<file path="src/rtl/stereo_pan_mixer_pkg.sv">
// Shared audio definitions for the pan mixer: default widths, pan reference codes,
// FSM encoding and the output saturation helper.
package audio_pkg;

  localparam int SAMPLE_W_DEF = 16;
  localparam int PAN_W_DEF    = 4;
  localparam int PAN_LEFT     = 0;
  localparam int PAN_CENTRE   = 2 ** (PAN_W_DEF - 1);

  typedef logic [1:0] state_t;
  localparam state_t ST_IDLE  = 2'd0;
  localparam state_t ST_ACCUM = 2'd1;
  localparam state_t ST_DONE  = 2'd2;

  // Clamp a signed value into the range of a w-bit two's complement word.
  function automatic logic signed [63:0] saturate(input logic signed [63:0] x, input int w);
    logic signed [63:0] hi;
    logic signed [63:0] lo;
    hi = (64'sd1 <<< (w - 1)) - 64'sd1;
    lo = -(64'sd1 <<< (w - 1));
    if (x > hi) begin
      return hi;
    end else if (x < lo) begin
      return lo;
    end
    return x;
  endfunction

endpackage

</file>
<file path="src/rtl/stereo_pan_mixer_if.sv">
// Frame-level bus between the voice generators / output stage and the pan mixer.
interface stereo_pan_mixer_if #(
  parameter int NUM_CH   = 4,
  parameter int SAMPLE_W = 16,
  parameter int PAN_W    = 4
) ();

  logic                         sample_valid_in;
  logic [NUM_CH*SAMPLE_W-1:0]   note_data_in;
  logic [NUM_CH*PAN_W-1:0]      pan_in;
  logic [NUM_CH-1:0]            mute_in;
  logic                         stereo_on;
  logic [SAMPLE_W-1:0]          sample_l;
  logic [SAMPLE_W-1:0]          sample_r;
  logic                         sample_valid_out;
  logic                         busy_out;
  logic                         overrun_out;

  modport master (
    output sample_valid_in, note_data_in, pan_in, mute_in, stereo_on,
    input  sample_l, sample_r, sample_valid_out, busy_out, overrun_out
  );

  modport slave (
    input  sample_valid_in, note_data_in, pan_in, mute_in, stereo_on,
    output sample_l, sample_r, sample_valid_out, busy_out, overrun_out
  );

endinterface

</file>
<file path="src/rtl/stereo_pan_mixer_pan_gain_mac.sv">
// Per-voice gain stage: turns one sample, its pan code, mute and mode into signed L/R products.
module pan_gain_mac #(
  parameter int SAMPLE_W = 16,
  parameter int PAN_W    = 4
) (
  input  logic signed [SAMPLE_W-1:0]     sample_in,
  input  logic        [PAN_W-1:0]        pan_in,
  input  logic                           mute_in,
  input  logic                           stereo_in,
  output logic signed [SAMPLE_W+PAN_W:0] prod_l_out,
  output logic signed [SAMPLE_W+PAN_W:0] prod_r_out
);

  localparam int PW = SAMPLE_W + PAN_W + 1;
  localparam logic [PAN_W-1:0] PMAX = '1;

  logic [PAN_W-1:0] gain_l;
  logic [PAN_W-1:0] gain_r;

  always_comb begin
    gain_l = stereo_in ? (PMAX - pan_in) : PMAX;
    gain_r = stereo_in ? pan_in : PMAX;
    if (mute_in) begin
      prod_l_out = '0;
      prod_r_out = '0;
    end else begin
      // Gains are unsigned; a zero MSB keeps them positive in the signed multiply.
      prod_l_out = PW'(sample_in) * PW'($signed({1'b0, gain_l}));
      prod_r_out = PW'(sample_in) * PW'($signed({1'b0, gain_r}));
    end
  end

endmodule

</file>
<file path="src/rtl/stereo_pan_mixer.sv">
// Time-multiplexed stereo mixer: one voice per clock through a single MAC pair,
// started by a frame strobe, with saturated and held L/R outputs.
module stereo_pan_mixer
  import audio_pkg::*;
#(
  parameter int NUM_CH   = 4,
  parameter int SAMPLE_W = SAMPLE_W_DEF,
  parameter int PAN_W    = PAN_W_DEF
) (
  input logic              clk_in,
  input logic              rst_n_in,
  stereo_pan_mixer_if.slave bus
);

  // state    | meaning
  // ST_IDLE  | waiting for a frame strobe
  // ST_ACCUM | accumulating voice idx_q into both sides
  // ST_DONE  | saturating accumulators into the output registers

  localparam int AW = SAMPLE_W + PAN_W + $clog2(NUM_CH) + 1;
  localparam int PW = SAMPLE_W + PAN_W + 1;
  localparam int IW = (NUM_CH > 1) ? $clog2(NUM_CH) : 1;
  localparam logic [IW-1:0] LAST_IDX = IW'(NUM_CH - 1);

  state_t state_q, state_d;

  logic [NUM_CH*SAMPLE_W-1:0] note_q, note_d;
  logic [NUM_CH*PAN_W-1:0]    pan_q, pan_d;
  logic [NUM_CH-1:0]          mute_q, mute_d;
  logic                       stereo_q, stereo_d;
  logic [IW-1:0]              idx_q, idx_d;
  logic signed [AW-1:0]       acc_l_q, acc_l_d;
  logic signed [AW-1:0]       acc_r_q, acc_r_d;
  logic [SAMPLE_W-1:0]        out_l_q, out_l_d;
  logic [SAMPLE_W-1:0]        out_r_q, out_r_d;
  logic                       valid_q, valid_d;
  logic                       overrun_q, overrun_d;

  logic signed [SAMPLE_W-1:0] cur_s;
  logic [PAN_W-1:0]           cur_p;
  logic                       cur_m;
  logic signed [PW-1:0]       prod_l;
  logic signed [PW-1:0]       prod_r;
  logic signed [AW-1:0]       shift_l;
  logic signed [AW-1:0]       shift_r;

  always_comb begin
    cur_s = '0;
    cur_p = '0;
    cur_m = 1'b0;
    for (int k = 0; k < NUM_CH; k++) begin
      if (idx_q == IW'(k)) begin
        cur_s = note_q[k*SAMPLE_W +: SAMPLE_W];
        cur_p = pan_q[k*PAN_W +: PAN_W];
        cur_m = mute_q[k];
      end
    end
  end

  pan_gain_mac #(
    .SAMPLE_W (SAMPLE_W),
    .PAN_W    (PAN_W)
  ) u_mac (
    .sample_in  (cur_s),
    .pan_in     (cur_p),
    .mute_in    (cur_m),
    .stereo_in  (stereo_q),
    .prod_l_out (prod_l),
    .prod_r_out (prod_r)
  );

  always_ff @(posedge clk_in or negedge rst_n_in) begin
    if (!rst_n_in) begin
      state_q   <= ST_IDLE;
      note_q    <= '0;
      pan_q     <= '0;
      mute_q    <= '0;
      stereo_q  <= 1'b0;
      idx_q     <= '0;
      acc_l_q   <= '0;
      acc_r_q   <= '0;
      out_l_q   <= '0;
      out_r_q   <= '0;
      valid_q   <= 1'b0;
      overrun_q <= 1'b0;
    end else begin
      state_q   <= state_d;
      note_q    <= note_d;
      pan_q     <= pan_d;
      mute_q    <= mute_d;
      stereo_q  <= stereo_d;
      idx_q     <= idx_d;
      acc_l_q   <= acc_l_d;
      acc_r_q   <= acc_r_d;
      out_l_q   <= out_l_d;
      out_r_q   <= out_r_d;
      valid_q   <= valid_d;
      overrun_q <= overrun_d;
    end
  end

  always_comb begin
    state_d = state_q;
    case (state_q)
      ST_IDLE:  if (bus.sample_valid_in) state_d = ST_ACCUM;
      ST_ACCUM: if (idx_q == LAST_IDX) state_d = ST_DONE;
      ST_DONE:  state_d = ST_IDLE;
      default:  state_d = ST_IDLE;
    endcase
  end

  always_comb begin
    note_d    = note_q;
    pan_d     = pan_q;
    mute_d    = mute_q;
    stereo_d  = stereo_q;
    idx_d     = idx_q;
    acc_l_d   = acc_l_q;
    acc_r_d   = acc_r_q;
    out_l_d   = out_l_q;
    out_r_d   = out_r_q;
    valid_d   = 1'b0;
    // A strobe seen in any non-idle state, DONE included, is dropped and flagged.
    overrun_d = bus.sample_valid_in && (state_q != ST_IDLE);
    shift_l   = acc_l_q >>> PAN_W;
    shift_r   = acc_r_q >>> PAN_W;
    case (state_q)
      ST_IDLE: begin
        if (bus.sample_valid_in) begin
          note_d   = bus.note_data_in;
          pan_d    = bus.pan_in;
          mute_d   = bus.mute_in;
          stereo_d = bus.stereo_on;
          idx_d    = '0;
          acc_l_d  = '0;
          acc_r_d  = '0;
        end
      end
      ST_ACCUM: begin
        acc_l_d = acc_l_q + AW'(prod_l);
        acc_r_d = acc_r_q + AW'(prod_r);
        if (idx_q != LAST_IDX) idx_d = idx_q + IW'(1);
      end
      ST_DONE: begin
        out_l_d = SAMPLE_W'(saturate(64'(shift_l), SAMPLE_W));
        out_r_d = SAMPLE_W'(saturate(64'(shift_r), SAMPLE_W));
        valid_d = 1'b1;
      end
      default: ;
    endcase
  end

  assign bus.sample_l         = out_l_q;
  assign bus.sample_r         = out_r_q;
  assign bus.sample_valid_out = valid_q;
  assign bus.busy_out         = (state_q != ST_IDLE);
  assign bus.overrun_out      = overrun_q;

endmodule

</file>
<file path="src/flat_wrapper.sv">
// flat-port wrapper written by rule: the top's interface ports become plain ports
module stereo_pan_mixer_flat import audio_pkg::*;
#(
  parameter int NUM_CH   = 4,
  parameter int SAMPLE_W = SAMPLE_W_DEF,
  parameter int PAN_W    = PAN_W_DEF
)
  (clk_in, rst_n_in, bus_sample_valid_in, bus_note_data_in, bus_pan_in, bus_mute_in, bus_stereo_on, bus_sample_l, bus_sample_r, bus_sample_valid_out, bus_busy_out, bus_overrun_out);
  stereo_pan_mixer_if #(.NUM_CH(NUM_CH), .SAMPLE_W(SAMPLE_W), .PAN_W(PAN_W)) bus_i ();
  input logic clk_in;
  input logic rst_n_in;
  input wire logic [$bits(bus_i.sample_valid_in)-1:0] bus_sample_valid_in;
  input wire logic [$bits(bus_i.note_data_in)-1:0] bus_note_data_in;
  input wire logic [$bits(bus_i.pan_in)-1:0] bus_pan_in;
  input wire logic [$bits(bus_i.mute_in)-1:0] bus_mute_in;
  input wire logic [$bits(bus_i.stereo_on)-1:0] bus_stereo_on;
  output wire logic [$bits(bus_i.sample_l)-1:0] bus_sample_l;
  output wire logic [$bits(bus_i.sample_r)-1:0] bus_sample_r;
  output wire logic [$bits(bus_i.sample_valid_out)-1:0] bus_sample_valid_out;
  output wire logic [$bits(bus_i.busy_out)-1:0] bus_busy_out;
  output wire logic [$bits(bus_i.overrun_out)-1:0] bus_overrun_out;
  assign bus_i.sample_valid_in = bus_sample_valid_in;
  assign bus_i.note_data_in = bus_note_data_in;
  assign bus_i.pan_in = bus_pan_in;
  assign bus_i.mute_in = bus_mute_in;
  assign bus_i.stereo_on = bus_stereo_on;
  assign bus_sample_l = bus_i.sample_l;
  assign bus_sample_r = bus_i.sample_r;
  assign bus_sample_valid_out = bus_i.sample_valid_out;
  assign bus_busy_out = bus_i.busy_out;
  assign bus_overrun_out = bus_i.overrun_out;
  stereo_pan_mixer #(.NUM_CH(NUM_CH), .SAMPLE_W(SAMPLE_W), .PAN_W(PAN_W)) u_core (.clk_in(clk_in), .rst_n_in(rst_n_in), .bus(bus_i));
endmodule
</file>
<file path="config.mk">
export PLATFORM = sky130hd
export DESIGN_NAME = stereo_pan_mixer_flat
export DESIGN_NICKNAME = d
export VERILOG_FILES = /design/src/rtl/stereo_pan_mixer_pkg.sv /design/src/rtl/stereo_pan_mixer_if.sv /design/src/rtl/stereo_pan_mixer_pan_gain_mac.sv /design/src/rtl/stereo_pan_mixer.sv /design/src/flat_wrapper.sv
export SDC_FILE = /design/constraint.sdc
export NUM_CORES = 1
export LEC_CHECK = 0
export CAP_MARGIN = 0
export CORE_ASPECT_RATIO = 1.2
export CORE_MARGIN = 2
export CORE_UTILIZATION = 62
export DETAILED_ROUTE_END_ITERATION = 8
export PLACE_DENSITY = 0.85
export SLEW_MARGIN = 20
export SYNTH_ARGS = -nofsm -noshare
export SYNTH_HDL_FRONTEND = slang
export SYNTH_SLANG_ARGS = --single-unit
</file>
<file path="constraint.sdc">
create_clock -name clk_in -period 18.1 [get_ports clk_in]
set_input_delay 3.62 -clock clk_in [delete_from_list [all_inputs] [get_ports clk_in]]
set_output_delay 3.62 -clock clk_in [all_outputs]
set_load 0.02 [all_outputs]
</file>
### After elaboration in Yosys (flattened, before gate mapping)

Cells that the tools add are included.

| word-level totals | value |
|---|---|
| register bits after elaboration | 169 |
| bits of input ports | 88 |
| output and inout port bits | 35 |
| word-level logic and storage cells | 78 |

| cells by class | value |
|---|---|
| $add $sub $neg | 4 |
| $mul | 2 |
| $lt $le $gt $ge | 4 |
| equal/unequal tests | 9 |
| muxes and demuxes | 38 |
| reduce and logical (&&, ||, !) cells | 9 |

Operators by type and width:

| cell | count |
|---|---|
| 16-bit 2-to-1 mux | 10 |
| 23-bit one-hot mux with 2 select lines | 2 |
| 23-bit by 21-bit adder with 23-bit output | 2 |
| 16-bit by 5-bit multiplier with 21-bit output | 2 |
| 21-bit 2-to-1 mux | 2 |
| 19-bit by 16-bit > comparator with 1-bit output (second input constant) | 2 |
| 19-bit by 16-bit less-than comparator with 1-bit output (second input constant) | 2 |
| 4-bit 2-to-1 mux | 6 |
| 23-bit 2-to-1 mux | 1 |
| 1-bit 2-to-1 mux | 11 |
| 2-bit 2-to-1 mux | 4 |
| 2-bit one-hot mux with 2 select lines | 2 |
| 2-bit == test (second input constant) | 3 |
| 2-bit AND reduction | 3 |
| 2-bit by 1-bit == test with 1-bit output (second input constant) | 2 |
| 2-bit zero test | 2 |
| 2-bit by 1-bit != test with 1-bit output (second input constant) | 2 |
| 2-bit != test (second input constant) | 2 |
| 2-bit nonzero test | 2 |
| 4-bit subtractor (first input constant) | 1 |
| 3-bit AND reduction | 1 |
| 2-bit by 1-bit adder with 2-bit output (second input constant) | 1 |
| 1-bit logical AND | 1 |

### Logic depth before layout (Yosys ltp)

Gate-level depths: netlist of run 1.

| logic depth | value |
|---|---|
| depth in word-level cells | 11 |
| depth in mapped cells | 39 |
| mapped depth without buffers | 36 |

### By module

A second synthesis of run 1 with hierarchy kept.

| unflattened totals | value |
|---|---|
| cell total of the unflattened synthesis | 1,605 |
| area, all modules | 14,332.5 µm² |

By module, submodules not included:

| module | times used | cells an instance | area each (µm²) | seq. area each (µm²) |
|---|---|---|---|---|
| stereo_pan_mixer | 1 | 912 | 9,067.4 | 4,229.1 |
| pan_gain_mac | 1 | 693 | 5,265.0 | 0.0 |

### Least setup slack after synthesis of run 1

Ideal clock, no wire load.

| path | value |
|---|---|
| path type | register to register |
| start point | reg u_core.idx_q[1] |
| end point | reg u_core.acc_l_q[22] |
| library setup time | 118 ps |
| arrival | 7,018 ps |
| data required time | 17,982 ps |
| setup slack | 10,964 ps |
| cell stages (with the launch flop) | 35 |
| path buffers | 2 |
| clock period less this slack | 7,136 ps |
| cell sequence | dfrtp_1 > inv_1 > ha_1 > clkbuf_1 > clkbuf_1 > nor2_1 > a21oi_1 > nor2_1 > a21oi_1 > nor2_1 > a21oi_1 > nor2_1 > ha_1 > fa_1 > inv_1 > fa_1 > inv_1 > ha_1 > o21ai_0 > o21ai_0 > a211o_1 > a211oi_1 > a211o_1 > xor2_1 > nor2_1 > ha_1 > a21oi_1 > o21bai_1 > a21o_1 > a21o_1 > a41oi_1 > o21ai_0 > xnor2_1 > a21o_1 > a21o_1 |

| on the way | value |
|---|---|
| cells in the longest elaborated chain, start to end | 11 |
| elaborated cells on any way between the ends | 22 |
| classes of those cells | 2 x add/sub; 1 x mul; 3 x eq/ne; 15 x mux; 1 x reduce/logical |

Ends and longest elaborated chain:

| element | line | text |
|---|---|---|
| start: declaration | stereo_pan_mixer.sv:31 | `logic [IW-1:0] idx_q, idx_d;` |
| start signal: assignment | stereo_pan_mixer.sv:92 | `idx_q <= idx_d;` |
| 2-bit zero test | stereo_pan_mixer.sv:52 | `if (idx_q == IW'(k)) begin` |
| 4-bit 2-to-1 mux (4 in series) | stereo_pan_mixer.sv:52 |  |
| 4-bit subtractor | stereo_pan_mixer_pan_gain_mac.sv:21 | `gain_l = stereo_in ? (PMAX - pan_in) : PMAX;` |
| 4-bit 2-to-1 mux | stereo_pan_mixer_pan_gain_mac.sv:21 |  |
| 16-bit by 5-bit multiplier with 21-bit output | stereo_pan_mixer_pan_gain_mac.sv:28 | `prod_l_out = PW'(sample_in) * PW'($signed({1'b0, gain_l}));` |
| 21-bit 2-to-1 mux * | stereo_pan_mixer_pan_gain_mac.sv:23 | `if (mute_in) begin` |
| 23-bit by 21-bit adder with 23-bit output * | stereo_pan_mixer.sv:140 | `acc_l_d = acc_l_q + AW'(prod_l);` |
| 23-bit one-hot mux with 2 select lines * | stereo_pan_mixer.sv:127 | `case (state_q)` |
| end signal: assignment | stereo_pan_mixer.sv:93 | `acc_l_q <= acc_l_d;` |
| end: declaration | stereo_pan_mixer.sv:32 | `logic signed [AW-1:0] acc_l_q, acc_l_d;` |

Every way passes the cells marked *; elsewhere a longest branch is shown, timed or not.
A chain may end at the register's enable or synchronous reset.

### Final worst setup path of run 1

| path | value |
|---|---|
| start point | reg u_core.idx_q[0] |
| end point | reg u_core.acc_r_q[18] |

| on the way | value |
|---|---|
| cells in the longest elaborated chain, start to end | 10 |
| elaborated cells on any way between the ends | 21 |
| classes of those cells | 1 x add/sub; 1 x mul; 3 x eq/ne; 15 x mux; 1 x reduce/logical |

Ends and longest elaborated chain:

| element | line | text |
|---|---|---|
| 2-bit zero test | stereo_pan_mixer.sv:52 |  |
| 4-bit 2-to-1 mux (4 in series) | stereo_pan_mixer.sv:52 |  |
| 4-bit 2-to-1 mux | stereo_pan_mixer_pan_gain_mac.sv:22 | `gain_r = stereo_in ? pan_in : PMAX;` |
| 16-bit by 5-bit multiplier with 21-bit output | stereo_pan_mixer_pan_gain_mac.sv:29 | `prod_r_out = PW'(sample_in) * PW'($signed({1'b0, gain_r}));` |
| 21-bit 2-to-1 mux * | stereo_pan_mixer_pan_gain_mac.sv:23 |  |
| 23-bit by 21-bit adder with 23-bit output * | stereo_pan_mixer.sv:141 | `acc_r_d = acc_r_q + AW'(prod_r);` |
| 23-bit one-hot mux with 2 select lines * | stereo_pan_mixer.sv:127 |  |
| end signal: assignment | stereo_pan_mixer.sv:94 | `acc_r_q <= acc_r_d;` |
| end: declaration | stereo_pan_mixer.sv:33 | `logic signed [AW-1:0] acc_r_q, acc_r_d;` |

Marked as above.

==> impl.org, run 1 <==
** Floorplanning
- Floorplan die height :: 167.3 um
- Die Area :: around 0.023 mm2
- Starting density of the core :: 63.27%
- Core Area :: around 0.022 mm2
- The floorplan has 59 rows.
- The floorplan step set the die width to 140.1 um.
- 123 I/O pins were placed.

** Synth
- During synthesis, Yosys emitted a total of 0 warnings.
- The number of nets handed over by synthesis was between 1,500 and 2,000.
- In this run, synthesis inferred 0 flip-flops with an integrated enable.
- Share of the yosys chip area belonging to registers :: 30.69%
- The top cell type by area accounts for between 30% and 40% of the synthesized area.
- Yosys attributes the largest share of cell area to sky130_fd_sc_hd__dfrtp_1, sky130_fd_sc_hd__ha_1, sky130_fd_sc_hd__fa_1, sky130_fd_sc_hd__nor2_1, sky130_fd_sc_hd__mux2_2.
- Most instantiated flip-flop cell in the synthesis netlist :: sky130_fd_sc_hd__dfrtp_1
- Library cell with the highest instance count after synthesis :: sky130_fd_sc_hd__nor2_1
- Averaged over all synthesized cells, the footprint is around 8.9 um2.
- Flip-flop and latch count after synthesis :: around 170
- Most numerous cell types in the synthesized netlist :: sky130_fd_sc_hd__nor2_1, sky130_fd_sc_hd__dfrtp_1, sky130_fd_sc_hd__inv_1, sky130_fd_sc_hd__a21oi_1, sky130_fd_sc_hd__ha_1
- Unique masters post-synth :: around 60
- The cell area that synthesis handed to floorplanning was between 0.01 and 0.015 mm2.
- In the synthesized netlist, the number of instances is about 1,600.
- Cell type with the largest total area after synthesis :: sky130_fd_sc_hd__dfrtp_1
- Ys async rst share :: 100.0%

** Setup path
- CP startpoint kind :: register
- Arrival time of data at the critical path endpoint :: approximately 9000 ps
- Slowest-stage cell, CP :: sky130_fd_sc_hd__a2111oi_1
- Data on the critical path is required at its endpoint by ~18,000 ps.
- Combined buffer and inverter count along the critical path :: 3
- The cell that appears most often on the critical path is sky130_fd_sc_hd__a21oi_1.
- STA classifies the critical path endpoint as a register.
- Kind of critical path :: reg2reg
- Worst reg-to-reg setup slack :: approximately 9400 ps
- Delay of the slowest cell on the worst path :: 790 ps
- In this run the worst path has a maximum fanout of 21.
- Kind of cell with the highest combined delay on the critical path :: compound AO/OA/AOI/OAI gates

** Placed design
- Input/output buffers :: approximately 120
- The congestion estimate from routability-driven global placement came to about 0.9.
- The HPWL after detailed placement is 23.61 mm.

** Drt
- Drt total wl :: approximately 31 mm
- Using the TritonRoute via totals, the vias-per-cell ratio works out to ~5.8.
- The count of nets left with antenna violations once routing finished came out at 0.
- Summing over every cut layer, the via total after detailed routing is around 11,000.
- For this run, design rule violations remaining after detail routing come to 8.
- After detailed routing, the average wire length per cell comes to 16.18 um.
- The first TritonRoute pass finished after 7 iterations.
- Iteration-0 DRC count of the detailed router :: between 700 and 800

** Timing
- For the finished layout, the period the worst path requires is just under 9000 ps.
- In this run the tightest slew margin relative to its limit is 26.63%.
- Across the routed clock network, the largest skew measured is about 13 ps.
- # setup viols final :: 0
- Pins over their slew limit :: 0
- Setup repair after global routing left no endpoint under its margin.
- After layout, the worst path uses between 40% and 50% of the clock period.
- For the pin with the worst max-slew slack, the measured transition is 1101 ps.
- Peak clock frequency supported by timing :: 115.2 MHz
- The hold violation total from the final report is 0.
- In the final timing run, aggregate negative setup slack is 0 ps.

** Clocking
- Clock transition at path regs :: roughly 70 ps
- CTS placed an instance of sky130_fd_sc_hd__clkbuf_16 at the clock tree root.
- The clock passes through at most 2 buffers.
- The H-tree was split into 4 levels.
- In this run the post-CTS setup repair buffer count came out at 0.
- The tree built by TritonCTS fans out to 169 sinks.
- TritonCTS created 17 clock buffers.
- Gates resized during post-CTS repair numbered 0.
- TritonCTS built the clock tree.
- Hold-fix buffers at CTS :: 0
- Clock insertion delay at the later pin of the skew report :: around 430 ps

** Layout
- Fin nets :: approximately 1,900
- Layout Area Growth over Synthesis :: 15.19%
- Fillers :: between 1,500 and 2,000
- Across the whole layout, storage elements account for 0.004229 mm2.
- The multi-input combinational cells in the finished layout cover a total of 0.008765 mm2.
- Of the cells placed in the final design, the portion with a size suffix greater than 1 is under 10%.
- Total inserted antenna cells :: 0

** GRT
- Number of antenna violations at the first check in global routing :: 0
- The total overflow left after global routing is 0.
- In the global route stage, overall resource usage came out at 27.62%.
- Entering global routing, the biggest net connects 98 pins.
- The via count of the first global-routing pass was roughly 11,000.
- Wire length of the first global-routing pass :: roughly 53 mm

** Outcome
- Outcome :: complete, but fails checks
- Failing checks :: DRC

** Worst hold path
- The worst hold path belongs to the class reg2reg.

** Job
- Max-cap violations :: 0
-- sequential cells by signal (all words and copies together), names as in the netlist --
| register | cells |
|---|---|
| u_core.stereo_q | 1 |
| u_core.bus.sample_l | 16 |
| u_core.acc_r_q | 23 |
| u_core.bus.overrun_out | 1 |
| u_core.mute_q | 4 |
| u_core.pan_q | 16 |
| u_core.acc_l_q | 23 |
| u_core.bus.sample_valid_out | 1 |
| u_core.state_q | 2 |
| u_core.idx_q | 2 |
| u_core.note_q | 64 |
| u_core.bus.sample_r | 16 |
-- layer usage --
metal / GRT usage, % / vias to the layer above / part of all wire, %
met5: 0 / - / 0
met4: 11.64 / 0 / 3.3
met3: 4.289 / 61 / 5.4
met2: 47.08 / 361 / 49
met1: 35.22 / 5388 / 43
li1: - / 5413 / -
-- cell usage in the layout (no fill, tap or decap), types with 5 or more instances in the layout --
master | netlist | routed
sky130_fd_sc_hd__a31oi_1 | 5 | 5
sky130_fd_sc_hd__nand2_1 | 81 | 81
sky130_fd_sc_hd__a22o_1 | 6 | 6
sky130_fd_sc_hd__mux2_2 | 85 | 85
sky130_fd_sc_hd__nand3_1 | 10 | 10
sky130_fd_sc_hd__fa_1 | 68 | 68
sky130_fd_sc_hd__a21o_1 | 39 | 39
sky130_fd_sc_hd__nor2_1 | 269 | 268
sky130_fd_sc_hd__buf_4 | 0 | 12
sky130_fd_sc_hd__or3_1 | 5 | 5
sky130_fd_sc_hd__o21ai_1 | 9 | 9
sky130_fd_sc_hd__a211oi_1 | 15 | 15
sky130_fd_sc_hd__nor2b_1 | 6 | 5
sky130_fd_sc_hd__dfrtp_1 | 169 | 169
sky130_fd_sc_hd__and2_1 | 12 | 12
sky130_fd_sc_hd__ha_1 | 128 | 127
sky130_fd_sc_hd__o21bai_1 | 13 | 12
sky130_fd_sc_hd__inv_6 | 0 | 5
sky130_fd_sc_hd__and3_1 | 9 | 9
sky130_fd_sc_hd__or2_2 | 19 | 19
sky130_fd_sc_hd__a211o_1 | 5 | 5
sky130_fd_sc_hd__clkbuf_16 | 0 | 17
sky130_fd_sc_hd__clkdlybuf4s50_1 | 0 | 121
sky130_fd_sc_hd__nand4_1 | 6 | 6
sky130_fd_sc_hd__xnor2_1 | 31 | 31
sky130_fd_sc_hd__o21a_1 | 11 | 11
sky130_fd_sc_hd__o21ai_0 | 61 | 61
sky130_fd_sc_hd__a21oi_1 | 151 | 151
sky130_fd_sc_hd__xor2_1 | 37 | 37
sky130_fd_sc_hd__nor3_1 | 25 | 25
sky130_fd_sc_hd__nand2b_1 | 23 | 23
sky130_fd_sc_hd__inv_1 | 156 | 156
-- stage by stage --
step           hold slack (ps)  std cells  utilization [%]  cell area (um2)  setup WS (ps)
2_1_floorplan            456.3       1555                -            13780          10960
3_3_place_gp             471.0       1906            69.96            15230          10150
3_5_place_dp             487.3       1906            69.96            15230           9788
4_1_cts                  501.3       1938            72.88            15870           9614
5_1_grt                  526.0       1938            72.88            15870           8681
6_report                 503.1       1938            72.88            15870           9421
-- final timing paths --
check                      cells past startpoint                       to         startpoint
max in group asynchronous                      2   u_core.bus.sample_r[4]           rst_n_in
setup / recovery                              35       u_core.acc_r_q[18]    u_core.idx_q[0]
min in group asynchronous                      1  u_core.bus.sample_l[12]           rst_n_in
setup reg to reg                              35       u_core.acc_r_q[18]    u_core.idx_q[0]
hold / removal                                 2        u_core.acc_l_q[2]  u_core.acc_l_q[2]
hold reg to reg                                2        u_core.acc_l_q[2]  u_core.acc_l_q[2]
-- logic make-up (layout without fill, tap and decap cells) --
| family | Yosys count | count (layout) | synth area share, % |
|---|---|---|---|
| AOI/OAI and AO/OA | 345 | 345 | 15.42 |
| buffers and inverters | 213 | 322 | 5.812 |
| adders and majority gates | 196 | 196 | 21.50 |
| muxes | 87 | 87 | 7.120 |
| DFF | 169 | 169 | 30.69 |
| xor gates and xnor gates | 68 | 68 | 4.323 |
| and+or+nand+nor | 477 | 477 | 15.13 |
-- final cells by class --
cell class | count | area share [%]
Inverter | 156 | 3.689
Sequential cell | 169 | 26.65
Multi-Input combinational cell | 1173 | 55.22
Timing Repair Buffer | 134 | 8.270
Tap cell | 274 | 2.160
Clock inverter | 14 | 1.309
Clock buffer | 18 | 2.704
-- worst reg2reg max path, delay by kind of cell (launching register included) --
family,cells,cell delay (ps)
compound gates,14,3560
flops,1,410
xor+xnor,2,330
buf+inv,3,200
simple gates,10,1600
fa+ha+maj,6,2410
Power of run 1 is not shown: default switching activity piles up to over one toggle a cycle in this logic, so the estimate is an artifact.
==> run 2: changes to the inputs <==
--- a/config.mk
+++ b/config.mk
@@ -8,9 +8,9 @@
 export CAP_MARGIN = 0
 export CORE_ASPECT_RATIO = 1.2
 export CORE_MARGIN = 2
-export CORE_UTILIZATION = 62
+export CORE_UTILIZATION = 54
 export DETAILED_ROUTE_END_ITERATION = 8
-export PLACE_DENSITY = 0.85
+export PLACE_DENSITY = 0.78
 export SLEW_MARGIN = 20
 export SYNTH_ARGS = -nofsm -noshare
 export SYNTH_HDL_FRONTEND = slang
==> constraint.sdc (replaced) <==
create_clock -name clk_in -period 7.42 [get_ports clk_in]
set_input_delay 1.484 -clock clk_in [delete_from_list [all_inputs] [get_ports clk_in]]
set_output_delay 1.484 -clock clk_in [all_outputs]
set_load 0.02 [all_outputs]
==> impl.org, run 2 (synthesis results as in run 1) <==
** Setup path
- Critical path fanouts, max :: 19
- Arrival time of data at the critical path endpoint :: between 7000 and 8000 ps
- Crit path capture type :: register
- Slowest-stage cell, CP :: sky130_fd_sc_hd__fa_1
- The critical path is of the reg2reg type.
- STA classifies the critical path startpoint as a register.
- Delay of the slowest cell on the worst path :: 550 ps
- Most common cell on crit path :: sky130_fd_sc_hd__nor2_1
- Data on the critical path is required at its endpoint by 7740 ps.

** Job
- Max-cap violations :: 0

** Timing
- The hold violation total from the final report came to 0.
- Across the routed clock network, the largest skew measured is 9.629 ps.
- Subtracting the final worst setup slack from the clock period gives approximately 7100 ps.
- Unrepaired setup endpoints after global routing :: yes
- Worst relative slew slack :: around 29%
- Final worst setup slack :: between 300 and 400 ps
- Final worst path period share :: a little over nine tenths
- Setup violations remaining at the end of the flow were counted as 0.
- Worst hold slack across all endpoints :: approximately 500 ps
- Derived from the worst setup path, the maximum achievable clock frequency is roughly 140 MHz.
- The count of final max-slew check failures was 0.
- Post-Route Setup TNS :: 0 ps
- For the pin with the worst max-slew slack, the measured transition is roughly 1100 ps.

** Layout
- Cells with a size suffix above 1 make up roughly 14% of the layout.
- Leading cell type in the layout, fill and taps excluded :: sky130_fd_sc_hd__nor2_1
- The register with the most flip-flops in the layout has 64 of them.
- Top Registers :: u_core.note_q: 64 flops, u_core.acc_l_q: 23 flops, u_core.acc_r_q: 23 flops
- At the end of the flow the core is filled with cells to 64.69%.
- Fin nets :: around 2,000
- Fillers :: about 2,200
- The number of antenna diodes in the final layout is 0.
- From synthesis to final layout, the design area changed by 18.80%.
- The top cell types in the final layout, fill and taps aside, are sky130_fd_sc_hd__nor2_1, sky130_fd_sc_hd__dfrtp_1, sky130_fd_sc_hd__inv_1.
- u_core.note_q holds more flip-flops than any other register.

** GRT
- The via count of the first global-routing pass was 11,232.
- For this run the aggregate overflow at the end of global routing stands at 0.
- Number of antenna violations at the first check in global routing :: 0
- Wire length of the first global-routing pass :: between 50 and 60 mm
- Entering global routing, the biggest net connects 91 pins.
- GRT Resource Usage Total :: between 20% and 30%

** Clocking
- TritonCTS built the clock tree.
- Number of levels the H-tree was split into :: 4
- Clk sink count :: about 170
- Cts bufs inserted :: 17
- The longest clock path from root to sink contains 2 buffers.
- For the worst-skew pair, the clock arrives at the later sink with an insertion delay of around 440 ps.
- Clock-pin slew was measured on the worst setup and hold paths at 70 ps.
- The cell sitting at the root of the clock tree is a sky130_fd_sc_hd__clkbuf_16.

** Drt
- Number of routed nets with antenna violations :: 0
- Vias after detailed routing :: between 10,000 and 15,000
- Dividing the detail-routed wire length by the instance count gives ~16 um.
- After detailed routing, the number of vias per cell comes to ~5.5.
- In the routed design, unresolved DRC markers number 0.
- The detailed router finished its first iteration with 389 violations.
- The first detailed-routing pass ran for 5 iterations.
- Summed over all layers, the routed wires come to between 30 and 40 mm.

** Floorplanning
- Floorplan die height :: between 150 and 200 um
- Core Area :: 0.02530 mm2
- Starting density of the core :: between 50% and 60%
- 123 I/O pins were placed.
- Chip Width :: approximately 150 um
- The floorplan has 64 rows.
- The die covers approximately 0.027 mm2.

** Placed design
- Input/output buffers :: roughly 120
- Setup slack at placement :: -229.6 ps
- Routability Congestion :: between 0.9 and 1
- Summed over all nets, the half-perimeter wirelength after detailed placement is ~24 mm.

** Outcome
- Outcome :: complete, no violations

** Worst hold path
- Hold Path Class :: reg2reg
-- run 2: cell types whose count changed in the layout (fill, tap and decap cells not counted), sizes merged --
cell and change:
buf +42, clkinv +3, clkinvlp +2, clkbuf -1, bufinv -3, inv -1
-- run 2: routing by layer --
| layer | share of wire, % | track usage [%] | vias up |
|---|---|---|---|
| met3 | 3.9 | 2.850 | 43 |
| li1 | - | - | 5511 |
| met5 | 0 | 0 | - |
| met4 | 2.1 | 8.215 | 0 |
| met1 | 44 | 32.12 | 5332 |
| met2 | 50 | 43.26 | 265 |
-- run 2: through the flow --
step | cell area [um2] | instances
CTS | 16120 | 2024
global placement | 15530 | 1992
detailed placement | 15530 | 1992
global route | 16370 | 2036
floorplan | 13780 | 1555
finish | 16370 | 2036
-- run 2: worst paths after layout --
check                             startpoint                 end  slack [ps]  cells past startpoint
setup reg to reg             u_core.idx_q[0]  u_core.acc_r_q[22]         340                     36
min in group asynchronous           rst_n_in    u_core.mute_q[0]        1080                      1
max in group asynchronous           rst_n_in   u_core.note_q[44]        4870                      2
setup / recovery             u_core.idx_q[0]  u_core.acc_r_q[22]         340                     36
hold / removal             u_core.acc_r_q[2]   u_core.acc_r_q[2]         500                      2
hold reg to reg            u_core.acc_r_q[2]   u_core.acc_r_q[2]         500                      2
-- run 2: worst max-delay path, delay by kind of cell, from the launching register on --
kind | cells | cell delay (ps)
buffers and inverters | 7 | 980
adder cells (fa/ha/maj) | 6 | 2230
XOR/XNOR | 1 | 240
AND/OR/NAND/NOR | 10 | 790
flip-flops | 1 | 410
AO/OA/AOI/OAI | 12 | 2290
-- run 2: area by class of cell --
type                    count  area, um2  share of cell area [%]
multi-input cells        1173       8925                   54.53
flip-flops and latches    169       4229                   25.84
clock inverters            15      142.6                  0.8714
clock buffers              17      425.4                   2.599
inverters                 156      585.6                   3.577
well taps                 330      412.9                   2.523
repair buffers            176       1648                   10.07
-- run 2: repair_timing --
action                     CTS  global route
setup endpoints to repair    5            15
pin swaps                    0             8
resized for setup            7            42
setup buffers                0            12
hold buffers                 0             0
Power of run 2 is left out for the same reason.
